<file path="config.mk">
export PLATFORM = sky130hd
export DESIGN_NAME = rf_wb_arbiter_flat
export DESIGN_NICKNAME = d
export VERILOG_FILES = /design/src/rtl/rf_wb_pkg.sv /design/src/rtl/rf_wb_arbiter_if.sv /design/src/rtl/wb_fifo.sv /design/src/rtl/rf_wb_arbiter.sv /design/src/flat_wrapper.sv
export SDC_FILE = /design/constraint.sdc
export NUM_CORES = 1
export LEC_CHECK = 0
export CORE_ASPECT_RATIO = 1.5
export CORE_MARGIN = 5
export CORE_UTILIZATION = 52
export DETAILED_ROUTE_END_ITERATION = 7
export PLACE_DENSITY = 0.8
export SKIP_LAST_GASP = 1
export SYNTH_ARGS = -nofsm -noshare
export SYNTH_HDL_FRONTEND = slang
export SYNTH_SLANG_ARGS = --single-unit
</file>
<file path="constraint.sdc">
create_clock -name clk -period 3.58 [get_ports clk]
set_clock_uncertainty 0.1 [all_clocks]
set_input_delay 0.895 -clock clk [delete_from_list [all_inputs] [get_ports clk]]
set_output_delay 0.895 -clock clk [all_outputs]
set_load 0.01 [all_outputs]
</file>
<file path="src/rtl/rf_wb_pkg.sv">
// rf_wb_pkg: shared widths and the MDU result entry type for the register-file
// write-back arbiter (rf_wb_arbiter, wb_fifo, rf_wb_arbiter_if).
//   AW         register address width
//   DW         register data width
//   REG_ZERO   address of the hardwired-zero register
//   wb_entry_t one buffered MDU result {wa, wd}
package rf_wb_pkg;
  localparam int AW = 5;
  localparam int DW = 32;
  localparam logic [AW-1:0] REG_ZERO = '0;

  typedef struct packed {
    logic [AW-1:0] wa;
    logic [DW-1:0] wd;
  } wb_entry_t;
endpackage

</file>
<file path="src/rtl/rf_wb_arbiter_if.sv">
// rf_wb_arbiter_if: every signal between the pipeline, decode, the MDU and the
// register-file write port, bundled for rf_wb_arbiter.
//   pipe_we/pipe_wa/pipe_wd         in-order pipeline write-back
//   issue_valid/issue_wa            decode issuing an MDU op
//   mdu_valid/mdu_ready/mdu_wa/wd   MDU result handshake
//   we/wa/wd                        register-file write port
//   busy                            pending MDU destinations, one bit per register
//   stall_req                       request to freeze the pipeline so results drain
// Modports: master = environment side, slave = arbiter side.
interface rf_wb_arbiter_if;
  import rf_wb_pkg::*;

  logic            pipe_we;
  logic [AW-1:0]   pipe_wa;
  logic [DW-1:0]   pipe_wd;
  logic            issue_valid;
  logic [AW-1:0]   issue_wa;
  logic            mdu_valid;
  logic            mdu_ready;
  logic [AW-1:0]   mdu_wa;
  logic [DW-1:0]   mdu_wd;
  logic            we;
  logic [AW-1:0]   wa;
  logic [DW-1:0]   wd;
  logic [2**AW-1:0] busy;
  logic            stall_req;

  modport master (
    output pipe_we, pipe_wa, pipe_wd, issue_valid, issue_wa,
           mdu_valid, mdu_wa, mdu_wd,
    input  mdu_ready, we, wa, wd, busy, stall_req
  );

  modport slave (
    input  pipe_we, pipe_wa, pipe_wd, issue_valid, issue_wa,
           mdu_valid, mdu_wa, mdu_wd,
    output mdu_ready, we, wa, wd, busy, stall_req
  );
endinterface

</file>
<file path="src/rtl/wb_fifo.sv">
// wb_fifo: DEPTH-entry FIFO of MDU results.
//   clk, rstn  clock, asynchronous active-low reset
//   push, din  write an entry (caller guarantees !full)
//   pop, dout  head entry, removed at the posedge when pop (caller guarantees !empty)
//   full, empty, count  occupancy from the registered count
module wb_fifo
  import rf_wb_pkg::*;
#(
  parameter int DEPTH = 4,
  localparam int PW = $clog2(DEPTH),
  localparam int CW = PW + 1
) (
  input  logic          clk,
  input  logic          rstn,
  input  logic          push,
  input  wb_entry_t     din,
  input  logic          pop,
  output wb_entry_t     dout,
  output logic          full,
  output logic          empty,
  output logic [CW-1:0] count
);

  wb_entry_t     mem [DEPTH];
  logic [PW-1:0] wr_ptr;
  logic [PW-1:0] rd_ptr;

  // DEPTH is a power of two, so the pointers wrap naturally.
  always_ff @(posedge clk or negedge rstn) begin
    if (!rstn) begin
      wr_ptr <= '0;
      rd_ptr <= '0;
      count  <= '0;
    end else begin
      if (push) wr_ptr <= wr_ptr + 1'b1;
      if (pop)  rd_ptr <= rd_ptr + 1'b1;
      case ({push, pop})
        2'b10:   count <= count + 1'b1;
        2'b01:   count <= count - 1'b1;
        default: count <= count;
      endcase
    end
  end

  always_ff @(posedge clk) begin
    if (push) mem[wr_ptr] <= din;
  end

  assign dout  = mem[rd_ptr];
  assign full  = (count == CW'(DEPTH));
  assign empty = (count == '0);

endmodule

</file>
<file path="src/rtl/rf_wb_arbiter.sv">
// rf_wb_arbiter: write-back arbiter in front of the register file's single
// write port. Pipeline write-back always wins; buffered MDU results use the
// port whenever the pipeline is not writing a real register.
//   clk, rstn  clock, asynchronous active-low reset
//   bus        rf_wb_arbiter_if.slave (pipeline, decode issue, MDU handshake,
//              RF write port, busy scoreboard, stall_req)
module rf_wb_arbiter
  import rf_wb_pkg::*;
#(
  parameter int DEPTH      = 4,
  parameter int STARVE_MAX = 8
) (
  input  logic            clk,
  input  logic            rstn,
  rf_wb_arbiter_if.slave  bus
);

  localparam int CW = $clog2(DEPTH) + 1;
  localparam int SW = $clog2(STARVE_MAX + 1);

  wb_entry_t        head;
  wb_entry_t        mdu_entry;
  logic             full;
  logic             empty;
  logic [CW-1:0]    fifo_count;
  logic             push;
  logic             pop;
  logic             pipe_grant;
  logic             blocked;
  logic [2**AW-1:0] busy_q;
  logic [2**AW-1:0] busy_d;
  logic [SW-1:0]    starve_cnt;
  logic             stall_q;

  assign mdu_entry = '{wa: bus.mdu_wa, wd: bus.mdu_wd};

  // A pipeline write to x0 is a no-op, so it does not take the port away.
  assign pipe_grant = bus.pipe_we && (bus.pipe_wa != REG_ZERO);
  assign pop        = !empty && !pipe_grant;
  assign blocked    = !empty && pipe_grant;
  // Ready comes from the registered count only; a same-cycle pop does not help.
  assign push       = bus.mdu_valid && !full;

  wb_fifo #(.DEPTH(DEPTH)) u_fifo (
    .clk   (clk),
    .rstn  (rstn),
    .push  (push),
    .din   (mdu_entry),
    .pop   (pop),
    .dout  (head),
    .full  (full),
    .empty (empty),
    .count (fifo_count)
  );

  always_comb begin
    bus.we = bus.pipe_we;
    bus.wa = bus.pipe_wa;
    bus.wd = bus.pipe_wd;
    if (pop) begin
      // A result destined for x0 still pops, but never writes.
      bus.we = (head.wa != REG_ZERO);
      bus.wa = head.wa;
      bus.wd = head.wd;
    end
  end

  // Clear first, then set, so an issue to a register whose result is landing
  // in the same cycle keeps it marked busy.
  always_comb begin
    busy_d = busy_q;
    if (pop && (head.wa != REG_ZERO)) busy_d[head.wa] = 1'b0;
    if (bus.issue_valid && (bus.issue_wa != REG_ZERO)) busy_d[bus.issue_wa] = 1'b1;
    busy_d[0] = 1'b0;
  end

  always_ff @(posedge clk or negedge rstn) begin
    if (!rstn) begin
      busy_q     <= '0;
      starve_cnt <= '0;
      stall_q    <= 1'b0;
    end else begin
      busy_q <= busy_d;
      if (pop || empty)
        starve_cnt <= '0;
      else if (starve_cnt != SW'(STARVE_MAX))
        starve_cnt <= starve_cnt + 1'b1;
      stall_q <= ((starve_cnt == SW'(STARVE_MAX - 1)) && blocked) || (stall_q && !pop);
    end
  end

  assign bus.mdu_ready = !full;
  assign bus.busy      = busy_q;
  assign bus.stall_req = stall_q;

  a_mdu_hold: assert property (@(posedge clk) disable iff (!rstn)
    (bus.mdu_valid && !bus.mdu_ready) |=>
      (bus.mdu_valid && $stable(bus.mdu_wa) && $stable(bus.mdu_wd)))
    else $error("MDU result changed while waiting for mdu_ready");

  // The register being retired by this cycle's head write counts as free.
  a_issue_free: assert property (@(posedge clk) disable iff (!rstn)
    (bus.issue_valid && (bus.issue_wa != REG_ZERO)) |->
      (!busy_q[bus.issue_wa] || (pop && (head.wa == bus.issue_wa))))
    else $error("MDU op issued to a register with a pending write");

  a_count_range: assert property (@(posedge clk) disable iff (!rstn)
    fifo_count <= CW'(DEPTH))
    else $error("FIFO count out of range");

endmodule

</file>
<file path="src/flat_wrapper.sv">
// flat-port wrapper written by rule: the top's interface ports become plain ports
module rf_wb_arbiter_flat import rf_wb_pkg::*;
#(
  parameter int DEPTH      = 4,
  parameter int STARVE_MAX = 8
)
  (clk, rstn, bus_pipe_we, bus_pipe_wa, bus_pipe_wd, bus_issue_valid, bus_issue_wa, bus_mdu_valid, bus_mdu_wa, bus_mdu_wd, bus_mdu_ready, bus_we, bus_wa, bus_wd, bus_busy, bus_stall_req);
  rf_wb_arbiter_if bus_i ();
  input  logic clk;
  input  logic rstn;
  input wire logic [$bits(bus_i.pipe_we)-1:0] bus_pipe_we;
  input wire logic [$bits(bus_i.pipe_wa)-1:0] bus_pipe_wa;
  input wire logic [$bits(bus_i.pipe_wd)-1:0] bus_pipe_wd;
  input wire logic [$bits(bus_i.issue_valid)-1:0] bus_issue_valid;
  input wire logic [$bits(bus_i.issue_wa)-1:0] bus_issue_wa;
  input wire logic [$bits(bus_i.mdu_valid)-1:0] bus_mdu_valid;
  input wire logic [$bits(bus_i.mdu_wa)-1:0] bus_mdu_wa;
  input wire logic [$bits(bus_i.mdu_wd)-1:0] bus_mdu_wd;
  output wire logic [$bits(bus_i.mdu_ready)-1:0] bus_mdu_ready;
  output wire logic [$bits(bus_i.we)-1:0] bus_we;
  output wire logic [$bits(bus_i.wa)-1:0] bus_wa;
  output wire logic [$bits(bus_i.wd)-1:0] bus_wd;
  output wire logic [$bits(bus_i.busy)-1:0] bus_busy;
  output wire logic [$bits(bus_i.stall_req)-1:0] bus_stall_req;
  assign bus_i.pipe_we = bus_pipe_we;
  assign bus_i.pipe_wa = bus_pipe_wa;
  assign bus_i.pipe_wd = bus_pipe_wd;
  assign bus_i.issue_valid = bus_issue_valid;
  assign bus_i.issue_wa = bus_issue_wa;
  assign bus_i.mdu_valid = bus_mdu_valid;
  assign bus_i.mdu_wa = bus_mdu_wa;
  assign bus_i.mdu_wd = bus_mdu_wd;
  assign bus_mdu_ready = bus_i.mdu_ready;
  assign bus_we = bus_i.we;
  assign bus_wa = bus_i.wa;
  assign bus_wd = bus_i.wd;
  assign bus_busy = bus_i.busy;
  assign bus_stall_req = bus_i.stall_req;
  rf_wb_arbiter #(.DEPTH(DEPTH), .STARVE_MAX(STARVE_MAX)) u_core (.clk(clk), .rstn(rstn), .bus(bus_i));
endmodule
</file>
Yosys cells after proc, flatten, opt, wreduce, memory -nomap -nowiden
Memory sizes are Yosys's and may differ from the RTL's.
Cells that the tools add are included.
Widths: inputs -> output; s select.
- word-level logic and storage cells: 60
- memory bits (writable): 148
- register bits: 43
- memories: 1
- memories (name ; words ; bits a word ; read ports ; clocked after Yosys merged registers in ; write ports ; RTL line ; text):
    u_core.u_fifo.mem ; 4 ; 37 ; 1 ; 0 ; 1 ; wb_fifo.sv:24 ; wb_entry_t mem [DEPTH];
- bitwise gates (word level): 3
- equal/unequal tests: 5
- add/subtract/negate cells: 5
- $lt $le $gt $ge: 4
- reduce and logical (&&, ||, !) cells: 22
- muxes and demuxes: 14
- operator list (cell ; number):
    $mux 32 ; 3
    $and 32x32->32 ; 1
    $not 32->32 ; 1
    $or 32x32->32 ; 1
    $reduce_bool 5->1 ; 3
    $lt 5x6->1 const B ; 2
    $demux 1 s5 ; 2
    $ge 5x1->1 const B ; 2
    $logic_and 1x1->1 ; 10
    $mux 4 ; 2
    $pmux 3 s2 ; 1
    $mux 1 ; 5
    $mux 5 ; 1
    $add 2x1->2 const B ; 2
    $add 4x1->4 const B ; 1
    $eq 4x3->1 const B ; 1
    $logic_not 1->1 ; 4
    $ne 4x4->1 const B ; 1
    $reduce_bool 2->1 ; 2
    $add 3x1->3 const B ; 1
    $eq 3x3->1 const B ; 1
    $logic_not 3->1 ; 1
    $sub 3x1->3 const B ; 1
    $eq 2x1->1 const B ; 1
    2 further kinds ; 3

Depth between registers and ports, before layout
Gate-level depths: netlist of the first run.
An unclocked memory read counts as a cell.
- depth after elaboration: 10
- mapped depth: 11
- depth with buffers taken out: 10

Modules after synthesis
Synthesis of the first run repeated with hierarchy kept, for this count alone.
- cells, all modules: 469
- area total of the unflattened synthesis: 8071.5 µm²
- by module, submodules not included (module ; sequential area each (µm²) ; cells each ; instances ; area each (µm²)):
    wb_fifo ; 4619.4 ; 230 ; 1 ; 5728.0
    rf_wb_arbiter ; 900.9 ; 239 ; 1 ; 2343.5

Worst setup path after synthesis of the first run
OpenSTA, ideal clock, no wires.
- kind: input port to output port
- start point: input port bus_pipe_wa[4]
- end point: output port bus_wd[28]
- cell stages on the path: 6
- data required time: 2585 ps
- data arrival time: 2404 ps
- buffers on the path: 2
- slack: 181 ps
- path through: o31ai_1 > nand3_1 > inv_2 > buf_2 > buf_1 > mux2_2
- word-level cells in the longest chain between the ends: 5
- RTL lines (element ; RTL line ; text):
    start: declaration ; flat_wrapper.sv:12 ; input wire logic [$bits(bus_i.pipe_wa)-1:0] bus_pipe_wa;
    $reduce_bool 5->1 ; rf_wb_arbiter.sv:38 ; assign pipe_grant = bus.pipe_we && (bus.pipe_wa != REG_ZERO);
    $logic_and 1x1->1 ; rf_wb_arbiter.sv:38 ;
    $logic_not 1->1 ; rf_wb_arbiter.sv:39 ; assign pop = !empty && !pipe_grant;
    $logic_and 1x1->1 ; rf_wb_arbiter.sv:39 ;
    $mux 32 ; rf_wb_arbiter.sv:60 ; if (pop) begin
    end: declaration ; flat_wrapper.sv:22 ; output wire logic [$bits(bus_i.wd)-1:0] bus_wd;
Every way passes these cells.

Final worst setup path of the first run
- start point: input port bus_pipe_wa[2]
- end point: output port bus_wd[24]
The elaborated chain is that of the path after synthesis.

==> impl_metrics.json, run 1 <==
{
  "status": "finished, final reports clean",
  "clk-insertion-delay-late_ps": 430,
  "cp_num_buf_inv": 5,
  "drc": 0,
  "async_flop_share_pct": 22.5,
  "hold_path.class": "reg -> reg",
  "rsz0062_at_grt": "false",
  "cts_tree": "done",
  "worstPathRequired_ps": 2580,
  "final_common_cell": "edfxtp_1",
  "die_area_um2": 17900,
  "ant_nets": 0,
  "cts.htree.levels": 4,
  "fmax_mhz": 284,
  "path_class": "in -> out",
  "placed_area_um2": 9870,
  "port_buffers": 154,
  "cts_sinks": 191,
  "rr_worst_depth": 13,
  "grt_antenna_before_repair": 0,
  "ios": 156,
  "crit_cells": 8,
  "path_cells": "dlygate4sd2_1 -> o31ai_4 -> nand3_2 -> inv_4 -> buf_12 -> buf_12 -> mux2_2 -> dlygate4sd2_1",
  "rows": 55,
  "pre_cts_slack_ps": -483,
  "vdd_drop_max_mv": 0.402,
  "setup_viol": 0,
  "ctsLongestPathBuffers": 2,
  "die_w_um": 111,
  "use_met3_pct": 5.10,
  "slowest_delay_ps": 350,
  "fp.dieH_um": 161,
  "relSlewSlack_pct": 35.3,
  "layout_common_cells": "edfxtp_1, clkdlybuf4s50_1, nand2_1",
  "ys_seq_area_share_pct": 69.4,
  "nFillCells": 928,
  "grt_pass1_wl_um": 28900,
  "reg2reg_from": "u_core.u_fifo.count[1]",
  "vias_per_cell": 5.67,
  "maxSlewViolCount": 0,
  "setup_ws_ps": 64.7,
  "final_core_util_pct": 69.9,
  "place_hpwl_um": 12200,
  "yosys_warnings": 0,
  "synth_seq_cells": 191,
  "root_buffer": "clkbuf_16",
  "min_period_ps": 3520,
  "cp_max_fo": 13,
  "routed_wirelength_um": 18200,
  "final_cell_area_um2": 10500,
  "grt_overflow": 0,
  "nets": 749,
  "drtIter0Drc": 339,
  "synthCells": 475,
  "arrival_ps": 2520,
  "vias": 4927,
  "multi_input_area_um2": 2320,
  "grt_use_met1_pct": 24.6,
  "routabilityCongestion": 0.908,
  "start_kind": "input port",
  "fin_tns_setup_ps": 0,
  "core_um2": 15100,
  "clk_pin_slew_ps": 70,
  "r2r-end": "u_core.u_fifo.count[2]",
  "met2_usage_pct": 37.0,
  "cap_violations": 0,
  "hold_viol_final": 0,
  "total_power_mw": 8.12,
  "startpoint": "bus_pipe_wa[2]",
  "start_util_pct": 52.8,
  "critPathCapture": "bus_wd[24]",
  "whs_path_depth": 2,
  "synth_edf_count": 148,
  "grt_max_degree": 44,
  "wl_per_cell_um": 20.9,
  "drt_first_pass_iters": 5,
  "crit_path_end_kind": "output port",
  "syn_nets": 567,
  "path_delay_family": "buffers and inverters",
  "top_usage_layer": "met2",
  "ys.flop_type": "edfxtp_1",
  "p_leak_nw": 3.86,
  "n_antenna_cell": 0,
  "netlist_area_um2": 7950,
  "grt_usage_pct": 20.6,
  "crit_path_top_delay_cell": "mux2_2",
  "reg2reg_slack_ps": 940,
  "powerDensity_nw_per_um2": 771,
  "first_global_vias": 5361,
  "post-route-period-util_pct": 98.2,
  "syn_area_per_cell_um2": 16.7,
  "worstMarginPinSlew_ps": 970,
  "synth_cell_types": 41,
  "seqCellArea_um2": 5520,
  "syn_to_final_growth_pct": 32.4,
  "drive_above_1_share_pct": 23.1,
  "cts_made_buffers": 17
}
==> power breakdown <==
part,switching (mW),internal [mW]
Sequential,0.268,2.99
Clock,0.882,1.00
Combinational,1.46,1.52
==> registers in the layout (all words and copies together) (netlist names) <==
name,count
u_core.bus.stall_req,1
u_core.u_fifo.wr_ptr,2
u_core.starve_cnt,4
u_core.u_fifo.mem,148
u_core.u_fifo.rd_ptr,2
u_core.bus.busy,31
u_core.u_fifo.count,3
==> Yosys cell counts, types with 6 or more instances <==
master	count	area, um^2
edfxtp_1	148	4440
nand2_1	65	244
dfrtp_1	43	1080
mux4_2	36	811
mux2_2	34	383
o31ai_1	32	240
clkbuf_1	11	41.3
nor2_1	10	37.5
inv_1	9	33.8
ha_1	7	87.6
o21ai_0	7	35.0
nand3_1	6	30.0
==> metal layers <==
layer	part of all wire (%)	wire, um	vias to the layer above
li1	-	-	2207
met4	1.1	203	0
met2	54	9800	245
met3	7.5	1370	22
met1	38	6830	2453
met5	0	0	-
==> layout make-up <==
type,instances,area share [%]
flip-flops and latches,191,52.4
inverters,10,0.380
repair buffers,185,17.2
clock inverters,15,1.59
clock buffers,17,4.04
multi-input cells,252,22.0
well taps,199,2.36
==> how the worst min path moves through the flow <==
stage	from	end	slack (ps)
2_1_floorplan	u_core.u_fifo.count[2]	u_core.u_fifo.count[2]	380
3_3_place_gp	u_core.bus.busy[3]	u_core.bus.busy[3]	380
3_5_place_dp	u_core.bus.busy[4]	u_core.bus.busy[4]	380
4_1_cts	u_core.bus.busy[4]	u_core.bus.busy[4]	400
5_1_grt	u_core.bus.busy[4]	u_core.bus.busy[4]	430
6_report	u_core.bus.busy[4]	u_core.bus.busy[4]	400
==> stage by stage <==
stage | hold WS (ps) | cells
floorplan | 377 | 475
global placement | 382 | 827
detailed placement | 383 | 827
CTS | 401 | 867
global route | 428 | 869
finish | 401 | 869
==> tightest hold or removal path: stages (launching register included) <==
cell and delay [ps]:
dfrtp_1 350, o31ai_1 70, nand2_1 60
==> kinds of logic after synthesis <==
logic type                 share of synthesized area, %
adders and majority gates                          1.35
muxes                                              15.5
and+or+nand+nor                                    6.67
xor gates and xnor gates                          0.881
AOI/OAI and AO/OA                                  4.33
DFF                                                69.4
buffers and inverters                              1.79
other                                            0.0472
==> what timing repair did <==
| item | 4_1_cts | 5_1_grt |
|---|---|---|
| endpoints found under the setup margin | 38 | 35 |
| resized for setup | 76 | 10 |
| hold buffers | 0 | 0 |
| cloned | 1 | 0 |
| buffers inserted | 7 | 2 |
| pin swaps | 3 | 2 |
(Power assumes the default switching activity.)
==> inputs of run 2 (changes only) <==
--- a/config.mk
+++ b/config.mk
@@ -9,6 +9,7 @@
 export CORE_MARGIN = 5
 export CORE_UTILIZATION = 52
 export DETAILED_ROUTE_END_ITERATION = 7
+export GPL_TIMING_DRIVEN = 1
 export PLACE_DENSITY = 0.8
 export SKIP_LAST_GASP = 1
 export SYNTH_ARGS = -nofsm -noshare
==> results of run 2 <==
The final DEF is identical to that of run 1; final timing and power are the same.
